## src/rtl/fp_add_normalize_round_pkg.sv

```systemverilog
// ---------------------------------------------------------------------------
// fp_add_normalize_round_pkg
// Shared constants and types for the FP adder normalize/round back end.
//   EXP_W / FRAC_W : binary32 exponent and stored-fraction widths
//   SIG_W          : working significand {hidden, frac, G, R, S}
//   LZC_W          : width of a leading-zero count over SIG_W bits (0..SIG_W)
//   GUARD/ROUND/STICKY : bit indices of the rounding bits inside SIG_W
//   fp32_t         : packed sign/exponent/fraction view of a binary32 word
//   flags_t        : {overflow, underflow, inexact} status triple
// ---------------------------------------------------------------------------
package fp_add_normalize_round_pkg;

  localparam int EXP_W   = 8;
  localparam int FRAC_W  = 23;
  localparam int SIG_W   = FRAC_W + 4;
  localparam int LZC_W   = $clog2(SIG_W + 1);
  localparam int BIAS    = (1 << (EXP_W - 1)) - 1;
  localparam int EXP_INF = 2 * BIAS + 1;  // all-ones exponent: Inf/NaN

  localparam int GUARD  = 2;
  localparam int ROUND  = 1;
  localparam int STICKY = 0;

  typedef struct packed {
    logic              sign;
    logic [EXP_W-1:0]  exp;
    logic [FRAC_W-1:0] frac;
  } fp32_t;

  typedef struct packed {
    logic overflow;
    logic underflow;
    logic inexact;
  } flags_t;

endpackage

```

## src/rtl/fp_lzc.sv

```systemverilog
// ---------------------------------------------------------------------------
// fp_lzc
// Combinational leading-zero counter over the SIG_W-bit working significand.
// An all-zero input returns SIG_W.
//   value : significand to scan, MSB first
//   count : number of zero bits above the most significant one
// ---------------------------------------------------------------------------
module fp_lzc
  import fp_add_normalize_round_pkg::*;
(
  input  logic [SIG_W-1:0] value,
  output logic [LZC_W-1:0] count
);

  // NOTE: every signal assigned in always_comb gets a default first, so no
  // path through the block can leave it unassigned and infer a latch.
  always_comb begin
    count = LZC_W'(SIG_W);
    // Scan upward; the highest set bit is the last one to write count.
    for (int i = 0; i < SIG_W; i++) begin
      if (value[i]) count = LZC_W'(SIG_W - 1 - i);
    end
  end

endmodule

```

## src/rtl/fp_add_normalize_round.sv

```systemverilog
// ---------------------------------------------------------------------------
// fp_add_normalize_round
// Back end of the binary32 adder: adds/subtracts the aligned significands,
// normalizes with a leading-zero count, rounds to nearest-even and packs.
// Three pipeline stages (S1 add, S2 normalize, S3 round/pack) with a
// valid/ready handshake on both sides; one op per cycle.
//
// Build option: define FP_ADD_FLAGS_EN to add the out_flags port and the
// per-stage flag registers. Without it the flag logic is absent and the
// result path is unchanged.
//
// Ports
//   clk, rst_n          clock, asynchronous active-low reset
//   in_valid/in_ready   input handshake
//   in_sign1, in_sign2  operand signs (sign2 already includes FSUB negation)
//   in_exp              common biased exponent (1..254)
//   in_sig1, in_sig2    significands {hidden, frac, G, R, S}; sig2 is aligned
//   in_special(_res)    upstream-resolved NaN/Inf/zero result, passed through
//   out_valid/out_ready output handshake
//   out_result          packed binary32 result
//   out_flags           {overflow, underflow, inexact} (FP_ADD_FLAGS_EN only)
// ---------------------------------------------------------------------------
module fp_add_normalize_round
  import fp_add_normalize_round_pkg::*;
(
  input  logic              clk,
  input  logic              rst_n,
  input  logic              in_valid,
  output logic              in_ready,
  input  logic              in_sign1,
  input  logic              in_sign2,
  input  logic [EXP_W-1:0]  in_exp,
  input  logic [SIG_W-1:0]  in_sig1,
  input  logic [SIG_W-1:0]  in_sig2,
  input  logic              in_special,
  input  logic [31:0]       in_special_res,
  output logic              out_valid,
  input  logic              out_ready,
  output logic [31:0]       out_result
`ifdef FP_ADD_FLAGS_EN
  ,
  output logic [2:0]        out_flags
`endif
);

  typedef struct packed {
    logic             sign;
    logic             eff_sub;
    logic [EXP_W-1:0] exp;
    logic [SIG_W:0]   sum;      // magnitude, bit SIG_W is the add carry
    logic             special;
    logic [31:0]      special_res;
  } s1_t;

  typedef struct packed {
    logic             sign;
    logic [EXP_W:0]   exp;      // may reach EXP_INF after a carry
    logic [SIG_W-1:0] sig;      // normalized, hidden bit at SIG_W-1
    logic             zero;     // exact zero or flushed underflow
    logic             special;
    logic [31:0]      special_res;
`ifdef FP_ADD_FLAGS_EN
    logic             uf;
`endif
  } s2_t;

  // ---------------- handshake -------------------------------------------
  // A stage loads when it is empty or the stage after it is loading.
  logic s1_v, s2_v, s3_v;
  logic s1_ld, s2_ld, s3_ld;

  assign s3_ld     = !s3_v || out_ready;
  assign s2_ld     = !s2_v || s3_ld;
  assign s1_ld     = !s1_v || s2_ld;
  assign in_ready  = s1_ld;
  assign out_valid = s3_v;

  // ---------------- S1: add / subtract ----------------------------------
  s1_t            s1;
  logic           eff_sub;
  logic [SIG_W:0] sum_add, diff, s1_sum_nx;
  logic           s1_sign_nx;

  always_comb begin
    eff_sub    = in_sign1 ^ in_sign2;
    sum_add    = {1'b0, in_sig1} + {1'b0, in_sig2};
    diff       = {1'b0, in_sig1} - {1'b0, in_sig2};
    s1_sign_nx = in_sign1;
    s1_sum_nx  = sum_add;
    if (eff_sub) begin
      // A borrow means sig2 was larger: keep the magnitude, take its sign.
      if (diff[SIG_W]) begin
        s1_sum_nx  = -diff;
        s1_sign_nx = in_sign2;
      end else begin
        s1_sum_nx  = diff;
      end
    end
  end

  // NOTE: sequential state is written only with non-blocking assignments so
  // every stage samples the previous stage's value from before this edge.
  // NOTE: payload registers are reset along with the valid bits; the packed
  // result must read zero out of reset and the stages are only a few words.
  always_ff @(posedge clk or negedge rst_n) begin
    if (!rst_n) begin
      s1_v <= 1'b0;
      s1   <= '0;
    end else if (s1_ld) begin
      s1_v <= in_valid;
      if (in_valid) begin
        s1.sign        <= s1_sign_nx;
        s1.eff_sub     <= eff_sub;
        s1.exp         <= in_exp;
        s1.sum         <= s1_sum_nx;
        s1.special     <= in_special;
        s1.special_res <= in_special_res;
      end
    end
  end

  // ---------------- S2: normalize ---------------------------------------
  s2_t              s2;
  logic [LZC_W-1:0] lzc;
  logic [EXP_W+1:0] exp_norm;   // two spare bits: MSB set means below zero
  logic [SIG_W-1:0] sig_norm;
  logic             sum_zero, flush;

  fp_lzc u_lzc (
    .value (s1.sum[SIG_W-1:0]),
    .count (lzc)
  );

  always_comb begin
    sum_zero = (s1.sum == '0);
    if (s1.sum[SIG_W]) begin
      // Carry out: shift right one, fold the dropped bit into sticky.
      sig_norm = {s1.sum[SIG_W:2], s1.sum[1] | s1.sum[0]};
      exp_norm = {2'b00, s1.exp} + (EXP_W+2)'(1);
    end else begin
      sig_norm = s1.sum[SIG_W-1:0] << lzc;
      exp_norm = {2'b00, s1.exp} - {{(EXP_W+2-LZC_W){1'b0}}, lzc};
    end
    // Denormals are not produced: a non-positive exponent flushes to zero.
    flush = !sum_zero && (exp_norm[EXP_W+1] || (exp_norm == '0));
  end

  always_ff @(posedge clk or negedge rst_n) begin
    if (!rst_n) begin
      s2_v <= 1'b0;
      s2   <= '0;
    end else if (s2_ld) begin
      s2_v <= s1_v;
      if (s1_v) begin
        // Exact zero is +0 unless two negatives were added.
        s2.sign        <= sum_zero ? (s1.sign & ~s1.eff_sub) : s1.sign;
        s2.exp         <= exp_norm[EXP_W:0];
        s2.sig         <= sig_norm;
        s2.zero        <= sum_zero | flush;
        s2.special     <= s1.special;
        s2.special_res <= s1.special_res;
`ifdef FP_ADD_FLAGS_EN
        s2.uf          <= flush;
`endif
      end
    end
  end

  // ---------------- S3: round to nearest-even and pack ------------------
  logic              round_up, ovf;
  logic [FRAC_W+1:0] mant_rnd;  // {carry, hidden, frac}
  logic [EXP_W:0]    exp_rnd;
  fp32_t             res_nx;

  always_comb begin
    round_up = s2.sig[GUARD] & (s2.sig[ROUND] | s2.sig[STICKY] | s2.sig[GUARD+1]);
    mant_rnd = {1'b0, s2.sig[SIG_W-1:GUARD+1]} + (FRAC_W+2)'(round_up);
    exp_rnd  = s2.exp + {{EXP_W{1'b0}}, mant_rnd[FRAC_W+1]};
    ovf      = (exp_rnd >= (EXP_W+1)'(EXP_INF));

    // On a rounding carry the mantissa is exactly 1.0 x 2, so the low
    // FRAC_W bits are already the (all-zero) renormalized fraction.
    res_nx.sign = s2.sign;
    res_nx.exp  = exp_rnd[EXP_W-1:0];
    res_nx.frac = mant_rnd[FRAC_W-1:0];
    if (s2.special) begin
      res_nx = s2.special_res;
    end else if (s2.zero) begin
      res_nx.exp  = '0;
      res_nx.frac = '0;
    end else if (ovf) begin
      res_nx.exp  = '1;
      res_nx.frac = '0;
    end
  end

`ifdef FP_ADD_FLAGS_EN
  flags_t flags_nx;

  always_comb begin
    flags_nx = '0;
    if (!s2.special) begin
      if (s2.zero) begin
        flags_nx.underflow = s2.uf;
        flags_nx.inexact   = s2.uf;
      end else begin
        flags_nx.overflow = ovf;
        flags_nx.inexact  = ovf | (|s2.sig[GUARD:STICKY]);
      end
    end
  end
`endif

  always_ff @(posedge clk or negedge rst_n) begin
    if (!rst_n) begin
      s3_v       <= 1'b0;
      out_result <= '0;
`ifdef FP_ADD_FLAGS_EN
      out_flags  <= '0;
`endif
    end else if (s3_ld) begin
      s3_v <= s2_v;
      if (s2_v) begin
        out_result <= res_nx;
`ifdef FP_ADD_FLAGS_EN
        out_flags  <= flags_nx;
`endif
      end
    end
  end

endmodule

```

## config.mk

```make
export PLATFORM = sky130hd
export DESIGN_NAME = fp_add_normalize_round
export DESIGN_NICKNAME = d
export VERILOG_FILES = /design/src/rtl/fp_add_normalize_round_pkg.sv /design/src/rtl/fp_lzc.sv /design/src/rtl/fp_add_normalize_round.sv
export SDC_FILE = /design/constraint.sdc
export NUM_CORES = 1
export LEC_CHECK = 0
export CAP_MARGIN = 20
export CORE_UTILIZATION = 60
export CTS_BUF_LIST = sky130_fd_sc_hd__clkbuf_2
export DETAILED_ROUTE_END_ITERATION = 12
export GPL_TIMING_DRIVEN = 1
export MAX_ROUTING_LAYER = met4
export PLACE_DENSITY_LB_ADDON = 0.08
export SYNTH_ARGS = -nofsm -noshare
export SYNTH_HDL_FRONTEND = slang
export SYNTH_SLANG_ARGS = --single-unit
```

## constraint.sdc

```tcl
create_clock -name clk -period 9.5 [get_ports clk]
set_input_delay 1.9 -clock clk [delete_from_list [all_inputs] [get_ports clk]]
set_output_delay 1.9 -clock clk [all_outputs]
set_load 0.02 [all_outputs]
```

# Yosys cells after proc, flatten, opt, wreduce, memory -nomap -nowiden
# Cells that the tools add are included.
# word_totals
ff_bits,177
inputBits,101
out_inout_bits,34
elab_cells,85
# op_classes
add_sub_neg,7
magnitude_cmp,1
n_shift,1
muxes,38
bitwise,8
n_reduce_logical,14
# op_table
cell,count
31-bit 2-to-1 mux,3
5-bit 2-to-1 mux,16
28-bit 2-to-1 mux,2
4-bit 2-to-1 mux,8
27-bit by 27-bit adder with 28-bit output,1
28-bit zero test,1
28-bit negation,1
27-bit by 27-bit subtractor with 28-bit output,1
27-bit 2-to-1 mux,1
27-bit by 5-bit << shifter with 27-bit output,1
24-bit by 1-bit adder with 25-bit output,1
10-bit zero test,1
10-bit 2-to-1 mux,1
8-bit by 1-bit adder with 9-bit output (second input constant),1
9-bit by 1-bit adder with 9-bit output,1
9-bit by 8-bit >= comparator with 1-bit output (second input constant),1
8-bit by 5-bit subtractor with 9-bit output,1
2-bit AND reduction,3
1-bit 2-to-1 mux,5
1-bit zero test,4
1-bit logical OR,4
2-bit 2-to-1 mux,2
1-bit bitwise OR,4
1-bit bitwise AND,2
other kinds (3),3

# Longest topological paths before layout
# Gate-level depths: netlist of the first run.
# depth
depth_word,33
depth_mapped,20
depth_no_buf,20

# By module
# Synthesis of the first run repeated with hierarchy kept, for this count alone.
# unflattened
cells_unflattened,1609
hier_area_um2,13257.7
# by_module_without_submodules
mod,n_inst,cells_per_inst,area_per_inst_um2,seq_area_each_um2
fp_add_normalize_round,1,1558,12979.9,4429.2
fp_lzc,1,51,277.8,0.0

# Worst setup path before layout of the first run
# No wires, ideal clock.
# synth_timing
path_kind,input to register
from,in in_sig1[0]
to,reg s1[59] (netlist bit)
setup_ps,134
arrival_time_ps,4793
t_required_ps,9366
slack_ps,4574
stages,15
path_buffers,0
path_cell_list,inv_1 -> ha_1 -> inv_1 -> fa_1 -> a21o_1 -> a21oi_1 -> xor2_1 -> o21ai_1 -> nor4_1 -> nand4_1 -> nor3_1 -> clkinv_1 -> o41ai_2 -> xnor2_1 -> o221ai_2
# synth_between
elab_chain_len,4
elab_cells_between_ends,5
classes_between,add/sub (3); mux (2)
# synth_rtl
item,line_no,source
from (decl),fp_add_normalize_round.sv:33,"input logic [SIG_W-1:0] in_sig1,"
27-bit by 27-bit subtractor with 28-bit output,fp_add_normalize_round.sv:87,"diff = {1'b0, in_sig1} - {1'b0, in_sig2};"
28-bit negation,fp_add_normalize_round.sv:93,s1_sum_nx = -diff;
28-bit 2-to-1 mux,fp_add_normalize_round.sv:92,if (diff[SIG_W]) begin
28-bit 2-to-1 mux *,fp_add_normalize_round.sv:90,if (eff_sub) begin
to (decl),fp_add_normalize_round.sv:79,s1_t s1;
# Every way passes the cells marked *; elsewhere a longest branch is shown, timed or not.
# A chain may end at the register's enable or synchronous reset.

# Worst setup path in the final report of the first run
# layout_timing
from,in in_sig2[0]
to,reg s1[59] (netlist bit)
# layout_between
elab_chain_len,4
elab_cells_between_ends,5
classes_between,add/sub (3); mux (2)
# layout_rtl
item,line_no,source
from (decl),fp_add_normalize_round.sv:34,"input logic [SIG_W-1:0] in_sig2,"
27-bit by 27-bit subtractor with 28-bit output,fp_add_normalize_round.sv:87,
28-bit negation,fp_add_normalize_round.sv:93,
28-bit 2-to-1 mux,fp_add_normalize_round.sv:92,
28-bit 2-to-1 mux *,fp_add_normalize_round.sv:90,
# Marks and branches as above.

==> flow_metrics.tcl, run 1 <==
set metrics [dict create \
    clk_pin_slew_ps 240 \
    end_kind "flip-flop" \
    switching_share_pct 44.02 \
    grt-ovfl-total 0 \
    syn_area_um2 13220 \
    yosysMostFrequentCell "nand2_1" \
    synth_largest_area_cell "dfrtp_1" \
    die_h_um 150.4 \
    dpl_cell_area_um2 14640 \
    die_x_um 150.4 \
    postCtsHoldBufs 0 \
    hold_path.class "flip-flop to flip-flop" \
    final-hold-violation-count 0 \
    status "completed" \
    startpoint_type "input port" \
    intPower_mw 1.834 \
    path_class "input port to flip-flop" \
    clk_path_buf_depth 2 \
    stdcell_area_um2 14940 \
    netlist_instances 1665 \
    drt_pass1_iterations 9 \
    maxCapViolations 0 \
    dp_hpwl_mm 25.31 \
    vias 12180 \
    wl_per_cell_um 16.88 \
    worstPathMaxFanout 5 \
    synth.area.top_cells "dfrtp_1 34%, nand2_1 10%, ha_1 6.2%" \
    crit_required_ps 10190 \
    netSwitchingPower_mw 1.442 \
    synthTopCellsByCount "359 x nand2_1, 177 x dfrtp_1, 122 x nor2_1" \
    yosysUniqueCellTypes 84 \
    relSlewSlack_pct 40.59 \
    arrival_ps 5930 \
    timing.final.crit_period_ps 5242 \
    grt_pass1_vias 11520 \
    cts_tree "built" \
    port-buffer-count 134 \
    finalCritPeriodShare_pct 55.18 \
    skew_ps 30.92 \
    report.final.slew_viol_count 0 \
    htreeDepth 4 \
    fin_nets 1907 \
    start_util_pct 62.09 \
    irDropWorstVdd_uv 92.63 \
    ys_seq_area_share_pct 33.51 \
    cts.repair.resized 0 \
    whs_ps 498.8 \
    core_area_um2 21290 \
    synth_edf_count 0 \
    syn_to_final_growth_pct 13.04 \
    ant_nets 0 \
    synth_async_sr_flop_share_pct 100.0 \
    io_pins 135 \
    finalSetupViolCount 0 \
    cts_root_buf "clkbuf_2" \
    max_freq_mhz 190.8 \
    drive_gt1_share_pct 5.140 \
    antenna_found_initial 1 \
    insertion_delay_ps 800 \
    clkPwrFrac_pct 13.2 \
    finalCoreUtilization_pct 70.18 \
    pwr_density_cell_nw_per_um2 219.3 \
    grt.total_usage_pct 32.18 \
    rows 53 \
    first_iter_violations 622 \
    cts_sinks 177 \
    tightest_slew_ps 883.1 \
    wl_mm 34.23 \
    grt_start_max_net_pins 86 \
    gp_congestion 0.9506 \
    yosysTopAreaCellShare_pct 33.51 \
    synth-seq-cells 177 \
    drc 0 \
    fillers 1784 \
    fin_tns_setup_ps 0 \
    ys_dominant_reg_cell "dfrtp_1" \
    via_per_inst 6.009 \
    rsz0062_at_grt "false" \
    cts_setup_buffers 0 \
    cts_buffers 17 \
    combPwrFrac_pct 49.8 \
    synth.avg_cell_area_um2 7.938 \
    die_area_um2 22620 \
    p_leak_nw 6.724 \
    seqPwrFrac_pct 37.1 \
    synthesis.nets 1834 \
    grt_pass1_wl_mm 56.76 \
    ys_warn_count 0 \
]
registers in the layout, indices dropped and copies added (netlist names):
signal / flops
out_result: 32
out_valid: 1
s1: 71
s1_v: 1
s2: 71
s2_v: 1
worst paths after layout:
path	from	endpoint	slack [ps]	depth (start not counted)
max	in_sig2[0]	s1[59]	4260	15
min in group asynchronous	rst_n	s2[30]	1020	1
max reg2reg	s2[36]	out_result[1]	5170	19
max in group asynchronous	rst_n	s2[19]	6670	3
min	s1[9]	s2[9]	500	2
min reg2reg	s1[9]	s2[9]	500	2
logic make-up after synthesis:
family          Yosys count  synth area share (%)
flops                   177                 33.51
compound gates          436                 21.68
mux                      57                 4.355
simple gates            652                 21.53
xor+xnor                105                 7.157
fa+ha+maj                68                 6.608
buf+inv                 170                 5.159
stage by stage:
step | instances | setup slack, ps | total power, mW
after detailed placement | 1993 | 3390 | 2.832
after CTS | 2025 | 4276 | 3.262
after global routing | 2027 | 4028 | 3.504
after global placement | 1993 | 3511 | 2.799
final | 2027 | 4258 | 3.276
after floorplan | 1665 | 4574 | 2.308
power by group through the flow:
stage / combinational, mW / clock (mW) / sequential (mW)
after global routing: 1.79 / 0.467 / 1.25
final: 1.63 / 0.431 / 1.21
after floorplan: 1.09 / 0 / 1.22
after CTS: 1.62 / 0.437 / 1.21
after global placement: 1.58 / 0 / 1.22
after detailed placement: 1.61 / 0 / 1.23
critical path, stage by stage:
cell and delay (ps):
clkdlybuf4s50_1 490, ha_1 170, inv_1 50, fa_1 460, a211oi_2 290, nor2_1 90
o21ai_1 180, a21oi_1 150, nor4_1 520, nand4_1 260, nor3_1 580, clkinv_1 220
o41ai_2 290, xnor2_1 180, o221ai_2 100
layer usage:
| layer | vias to the layer above | wire (um) | track usage, % | part of all wire (%) |
|---|---|---|---|---|
| met2 | 405 | 16750 | 53.89 | 49 |
| met5 | - | 0 | - | 0 |
| li1 | 5954 | - | - | - |
| met3 | 56 | 1634 | 3.212 | 4.8 |
| met4 | 0 | 806 | 10.15 | 2.4 |
| met1 | 5765 | 15030 | 40.97 | 44 |
cells in the final DEF (no fill, tap or decap), types with 15 or more instances in the layout:
master	synthesis	final
dfrtp_1	177	177
o21ai_0	100	100
nor2b_1	15	15
a211oi_1	17	17
xor2_1	30	29
mux2i_1	53	53
nand3_1	28	28
buf_4	0	16
a21oi_1	103	103
nor3_1	41	40
nor2_1	122	122
inv_1	69	69
clkbuf_2	0	19
nand2b_1	15	15
ha_1	65	65
clkdlybuf4s50_1	0	133
nand2_1	359	356
xnor2_1	73	73
a22oi_1	37	37
o21a_1	19	19
area by class of cell:
type / count / area [um^2] / area share [%]
multi-input combinational: 1318 / 8132 / 54.43
tap: 275 / 344.1 / 2.303
antenna: 1 / 2.502 / 0.01675
clock inverter: 13 / 180.2 / 1.206
clock buffer: 19 / 95.09 / 0.6365
timing repair buffer: 151 / 1483 / 9.925
sequential: 177 / 4429 / 29.65
inverter: 73 / 274.0 / 1.834
No activity file was read; power rests on OpenSTA's default activity.
==> run 2, diff against run 1 <==
--- a/config.mk
+++ b/config.mk
@@ -6,7 +6,7 @@
 export NUM_CORES = 1
 export LEC_CHECK = 0
 export CAP_MARGIN = 20
-export CORE_UTILIZATION = 60
+export CORE_UTILIZATION = 54
 export CTS_BUF_LIST = sky130_fd_sc_hd__clkbuf_2
 export DETAILED_ROUTE_END_ITERATION = 12
 export GPL_TIMING_DRIVEN = 1
==> constraint.sdc (replaced) <==
create_clock -name clk -period 4.7 [get_ports clk]
set_input_delay 0.94 -clock clk [delete_from_list [all_inputs] [get_ports clk]]
set_output_delay 0.94 -clock clk [all_outputs]
set_load 0.02 [all_outputs]
==> run 2 against run 1 <==
Net effect: critical path type is now flip-flop to flip-flop; largest cell class unchanged; total power increased by 100%; largest power group unchanged; die area increased by 11%; sequential share of layout area decreased by 0.66 points; global-route usage decreased by 2.3 points; cell count increased by 4.1%; clock skew increased by 6.5 ps.
==> flow_metrics.tcl, run 2 (synthesized netlist as in run 1, its figures left out) <==
set metrics [dict create \
    maxCapViolations 0 \
    htreeDepth 4 \
    fillers 2097 \
    cts_setup_buffers 0 \
    start_util_pct 55.64 \
    gp_congestion 0.9478 \
    intPower_mw 3.653 \
    port-buffer-count 134 \
    cts_buffers 17 \
    first_iter_violations 852 \
    slowest_stage "dfrtp_1" \
    drt_pass1_iterations 7 \
    rsz0062_at_grt "false" \
    cts_tree "built" \
    vias 12210 \
    core_area_um2 23750 \
    busiest_layer "met2" \
    grt.total_usage_pct 29.88 \
    max_freq_mhz 240.6 \
    dp_hpwl_mm 26.99 \
    final_common_cell "nand2_1" \
    wl_per_cell_um 16.85 \
    relSlewSlack_pct 29.54 \
    p_leak_nw 6.901 \
    clk_path_buf_depth 2 \
    hold_path.class "input port to async pin" \
    clk_pin_slew_ps 260 \
    met1_usage_pct 37.13 \
    timing.final.crit_period_ps 4157 \
    end_kind "flip-flop" \
    grt_use_met3_pct 3.511 \
    finalCoreUtilization_pct 64.32 \
    rows 56 \
    irDropWorstVdd_uv 258.6 \
    startpoint_type "flip-flop" \
    status "completed" \
    insertion_delay_ps 800 \
    register_area_um2 4429 \
    drc 0 \
    die_area_um2 25100 \
    finalSetupViolCount 0 \
    seqPwrFrac_pct 37.1 \
    grt_start_max_net_pins 112 \
    path_cells "and2_1 > ha_1 > nand4_1 > nor2_1 > and2_1 > and3_1 > and3_1 > ha_1 > ha_1 > nand3_1 > nor2_1 > nor3_1 > o221ai_1 > o21ai_0 > buf_4 > nor3_2 > buf_4 > a22oi_1 > o21ai_0" \
    grt_pass1_vias 11500 \
    fin_tns_setup_ps 0 \
    postCtsHoldBufs 0 \
    skew_ps 37.44 \
    antenna_found_initial 1 \
    pwr_density_cell_nw_per_um2 432.5 \
    clkPwrFrac_pct 11.5 \
    cts.repair.resized 0 \
    tightest_slew_ps 1053 \
    finalCritPeriodShare_pct 88.44 \
    most-common-layout-cells "356 x nand2_1, 177 x dfrtp_1, 133 x clkdlybuf4s50_1" \
    drive_gt1_share_pct 7.259 \
    grt-ovfl-total 0 \
    met2_usage_pct 51.00 \
    cts_root_buf "clkbuf_2" \
    path_class "flip-flop to flip-flop" \
    slowest_delay_ps 460 \
    fin_nets 1947 \
    multi_input_area_um2 8132 \
    grt_pass1_wl_mm 57.59 \
    die_h_um 158.4 \
    via_per_inst 5.785 \
    worstPathMaxFanout 23 \
    netSwitchingPower_mw 2.955 \
    die_x_um 158.4 \
    ant_nets 0 \
    crit_required_ps 5400 \
    switching_share_pct 44.71 \
    report.final.slew_viol_count 0 \
    wl_mm 35.56 \
    cts_sinks 177 \
    combPwrFrac_pct 51.3 \
    final-hold-violation-count 0 \
    io_pins 135 \
    largestRegisters "s1 (71), s2 (71), out_result (32)" \
    arrival_ps 4860 \
    path_common_cell "ha_1" \
    syn_to_final_growth_pct 15.60 \
]
[run 2: path summary, 6_finish.rpt]
path / from / to / slack [ps] / cells after the start
min in group clk: s1[30] / s2[30] / 500 / 2
max in group asynchronous: rst_n / s2[7] / 3490 / 3
worst max-delay path: s2[36] / out_result[1] / 540 / 19
worst max register to register: s2[36] / out_result[1] / 540 / 19
worst min-delay path: rst_n / out_result[25] / 480 / 2
worst min register to register: s1[30] / s2[30] / 500 / 2
[run 2: layout make-up]
type,count,share of cell area (%)
Clock inverter,13,0.8435
Sequential cell,177,28.99
Multi-Input combinational cell,1318,53.22
Clock buffer,19,0.6224
Tap cell,319,2.612
Antenna cell,1,0.01638
Timing Repair Buffer,191,11.90
Inverter,73,1.793
[run 2: per-stage QoR]
step	total power, mW	cell area, um^2	instances	hold slack [ps]	setup WS [ps]
2_1_floorplan	4.665	13220	1665	438.0	733.8
3_3_place_gp	5.772	15010	2076	450.2	119.8
3_5_place_dp	5.828	15010	2076	452.4	23.70
4_1_cts	6.591	15240	2108	253.7	535.6
5_1_grt	7.094	15280	2111	438.7	140.0
6_report	6.608	15280	2111	476.7	543.5
[run 2: metal layers]
metal / wire (um) / vias up
li1: - / 6029
met1: 16040 / 5747
met2: 17210 / 375
met3: 1479 / 61
met4: 827 / 0
met5: 0 / -
[run 2: worst max-delay path, delay by kind of cell, from the launching register on]
family | cells | cell delay (ps)
AOI/OAI and AO/OA | 4 | 590
DFF | 1 | 460
and+or+nand+nor | 10 | 1930
adders and majority gates | 3 | 660
buffers and inverters | 2 | 460
[run 2: power by group through the flow]
stage / Sequential (mW) / Clock, mW / Combinational, mW
after floorplan: 2.46 / 0 / 2.21
after global placement: 2.45 / 0 / 3.32
after detailed placement: 2.47 / 0 / 3.35
after CTS: 2.44 / 0.780 / 3.37
after global routing: 2.51 / 0.848 / 3.73
final: 2.45 / 0.762 / 3.39
==> run 3, diff against run 2 <==
--- a/config.mk
+++ b/config.mk
@@ -10,7 +10,6 @@
 export CTS_BUF_LIST = sky130_fd_sc_hd__clkbuf_2
 export DETAILED_ROUTE_END_ITERATION = 12
 export GPL_TIMING_DRIVEN = 1
-export MAX_ROUTING_LAYER = met4
 export PLACE_DENSITY_LB_ADDON = 0.08
 export SYNTH_ARGS = -nofsm -noshare
 export SYNTH_HDL_FRONTEND = slang
==> run 3 against run 2 <==
Net effect: largest power group unchanged; non-clock buffer count shrank 5; cell count shrank 0.24%; clock skew grew 2.6 ps; setup slack lost 2.4 ps.
==> flow_metrics.tcl, run 3 (synthesized netlist as in run 1, its figures left out) <==
set metrics [dict create \
    start_util_pct 55.64 \
    finalCritPeriodShare_pct 88.49 \
    final_common_cell "nand2_1" \
    path_common_cell "ha_1" \
    clk_pin_slew_ps 260 \
    dp_hpwl_mm 26.59 \
    antenna_found_initial 1 \
    timing.rr.end "out_result[1]" \
    skew_ps 40.07 \
    io_pins 135 \
    end_kind "flip-flop" \
    postCtsHoldBufs 0 \
    fin_cells 2106 \
    vias 12040 \
    path_cells "and2_1 > ha_1 > nand4_1 > nor2_1 > and2_1 > and3_1 > and3_1 > ha_1 > ha_1 > nand3_1 > nor2_1 > nor3_1 > o221ai_1 > o21ai_0 > buf_4 > nor3_2 > buf_4 > a22oi_1 > o21ai_0" \
    ant_nets 0 \
    wl_mm 34.59 \
    most-common-layout-cells "356 x nand2_1, 177 x dfrtp_1, 133 x clkdlybuf4s50_1" \
    relSlewSlack_pct 39.07 \
    slowest_stage "dfrtp_1" \
    drc 0 \
    syn_to_final_growth_pct 15.38 \
    cts_setup_buffers 0 \
    grt.total_usage_pct 28.39 \
    wl_per_cell_um 16.42 \
    tightest_slew_ps 914.0 \
    power_mw 6.602 \
    via_per_inst 5.718 \
    slowest_delay_ps 450 \
    pwr_density_cell_nw_per_um2 433.0 \
    core_area_um2 23750 \
    maxCapViolations 0 \
    htreeDepth 4 \
    wl_met2_mm 16.88 \
    cts_root_buf "clkbuf_2" \
    hold_path.class "input port to async pin" \
    intPower_mw 3.695 \
    die_h_um 158.4 \
    dp.cells 2072 \
    grt-ovfl-total 0 \
    insertion_delay_ps 760 \
    die_area_um2 25100 \
    report.final.slew_viol_count 0 \
    clkPwrFrac_pct 12.2 \
    rsz0062_at_grt "false" \
    clk_path_buf_depth 2 \
    crit_required_ps 5380 \
    netSwitchingPower_mw 2.907 \
    grt_pass1_wl_mm 56.71 \
    worstRegToRegCells 19 \
    port-buffer-count 134 \
    dpl_cell_area_um2 14980 \
    seqPwrFrac_pct 37.2 \
    top_layer "met4" \
    switching_share_pct 44.03 \
    grt_start_max_net_pins 94 \
    startpoint_type "flip-flop" \
    irDropWorstVdd_uv 235.6 \
    gp_congestion 0.9094 \
    cts_sinks 177 \
    status "completed" \
    path_class "flip-flop to flip-flop" \
    p_leak_nw 6.893 \
    stdcell_area_um2 15250 \
    met3_length_mm 1.369 \
    first_iter_violations 886 \
    cts.repair.resized 0 \
    combPwrFrac_pct 50.6 \
    fin_nets 1942 \
    cts_tree "built" \
    finalSetupViolCount 0 \
    timing.final.crit_period_ps 4159 \
    grt_pass1_vias 11250 \
    worstPathMaxFanout 23 \
    largestRegisters "s1 (71), s2 (71), out_result (32)" \
    final-hold-violation-count 0 \
    arrival_ps 4840 \
    rrSetupSlack_ps 540 \
    cts_buffers 17 \
    wl_met1_mm 15.56 \
    drt_pass1_iterations 9 \
    rows 56 \
    die_x_um 158.4 \
    drive_gt1_share_pct 6.943 \
    whs_ps 194.8 \
    fillers 2145 \
    max_freq_mhz 240.4 \
    r2r-start "s2[36]" \
]
run 3: per-layer routing:
| layer | GRT usage [%] | vias to the layer above |
|---|---|---|
| met4 | 8.562 | 0 |
| li1 | - | 6026 |
| met5 | 0 | - |
| met1 | 37.16 | 5638 |
| met2 | 49.29 | 323 |
| met3 | 2.940 | 55 |
run 3: through the flow:
step | util, % | setup WS, ps | TNS [ps]
detailed placement | 63.08 | -17.24 | -17.24
floorplan | - | 733.8 | 0
global route | 64.20 | 107.1 | 0
CTS | 64.11 | 518.2 | 0
global placement | 63.08 | 106.8 | 0
finish | 64.20 | 541.1 | 0
run 3: worst max path at each step:
stage	startpoint	to	slack [ps]	cells past startpoint
4_1_cts	s2[36]	out_result[9]	520	21
6_report	s2[36]	out_result[1]	540	19
2_1_floorplan	in_sig1[0]	s1[59]	730	15
3_3_place_gp	in_sig2[0]	s1[59]	110	15
5_1_grt	s2[36]	out_result[11]	110	21
3_5_place_dp	in_sig2[1]	s1[59]	-20	14
run 3: cell type report:
class / instances / area [um^2] / area share, %
Tap cell: 319 / 399.1 / 2.617
Clock buffer: 18 / 90.09 / 0.5907
Inverter: 73 / 274.0 / 1.797
Antenna cell: 1 / 2.502 / 0.01641
Timing Repair Buffer: 186 / 1770 / 11.61
Clock inverter: 14 / 152.6 / 1.001
Multi-Input combinational cell: 1318 / 8132 / 53.32
Sequential cell: 177 / 4429 / 29.05
run 3: critical path: cells and delay by family, from the launching register on:
family / cells / cell delay, ps
and+or+nand+nor: 10 / 1970
buffers and inverters: 2 / 460
AOI/OAI and AO/OA: 4 / 560
DFF: 1 / 450
adders and majority gates: 3 / 670
run 3: power groups by stage:
stage	sequential (mW)	combinational, mW	clock [mW]
after floorplan	2.46	2.21	0
after global placement	2.46	3.28	0
after detailed placement	2.48	3.31	0
after CTS	2.45	3.33	0.834
after global routing	2.52	3.69	0.896
final	2.45	3.34	0.808
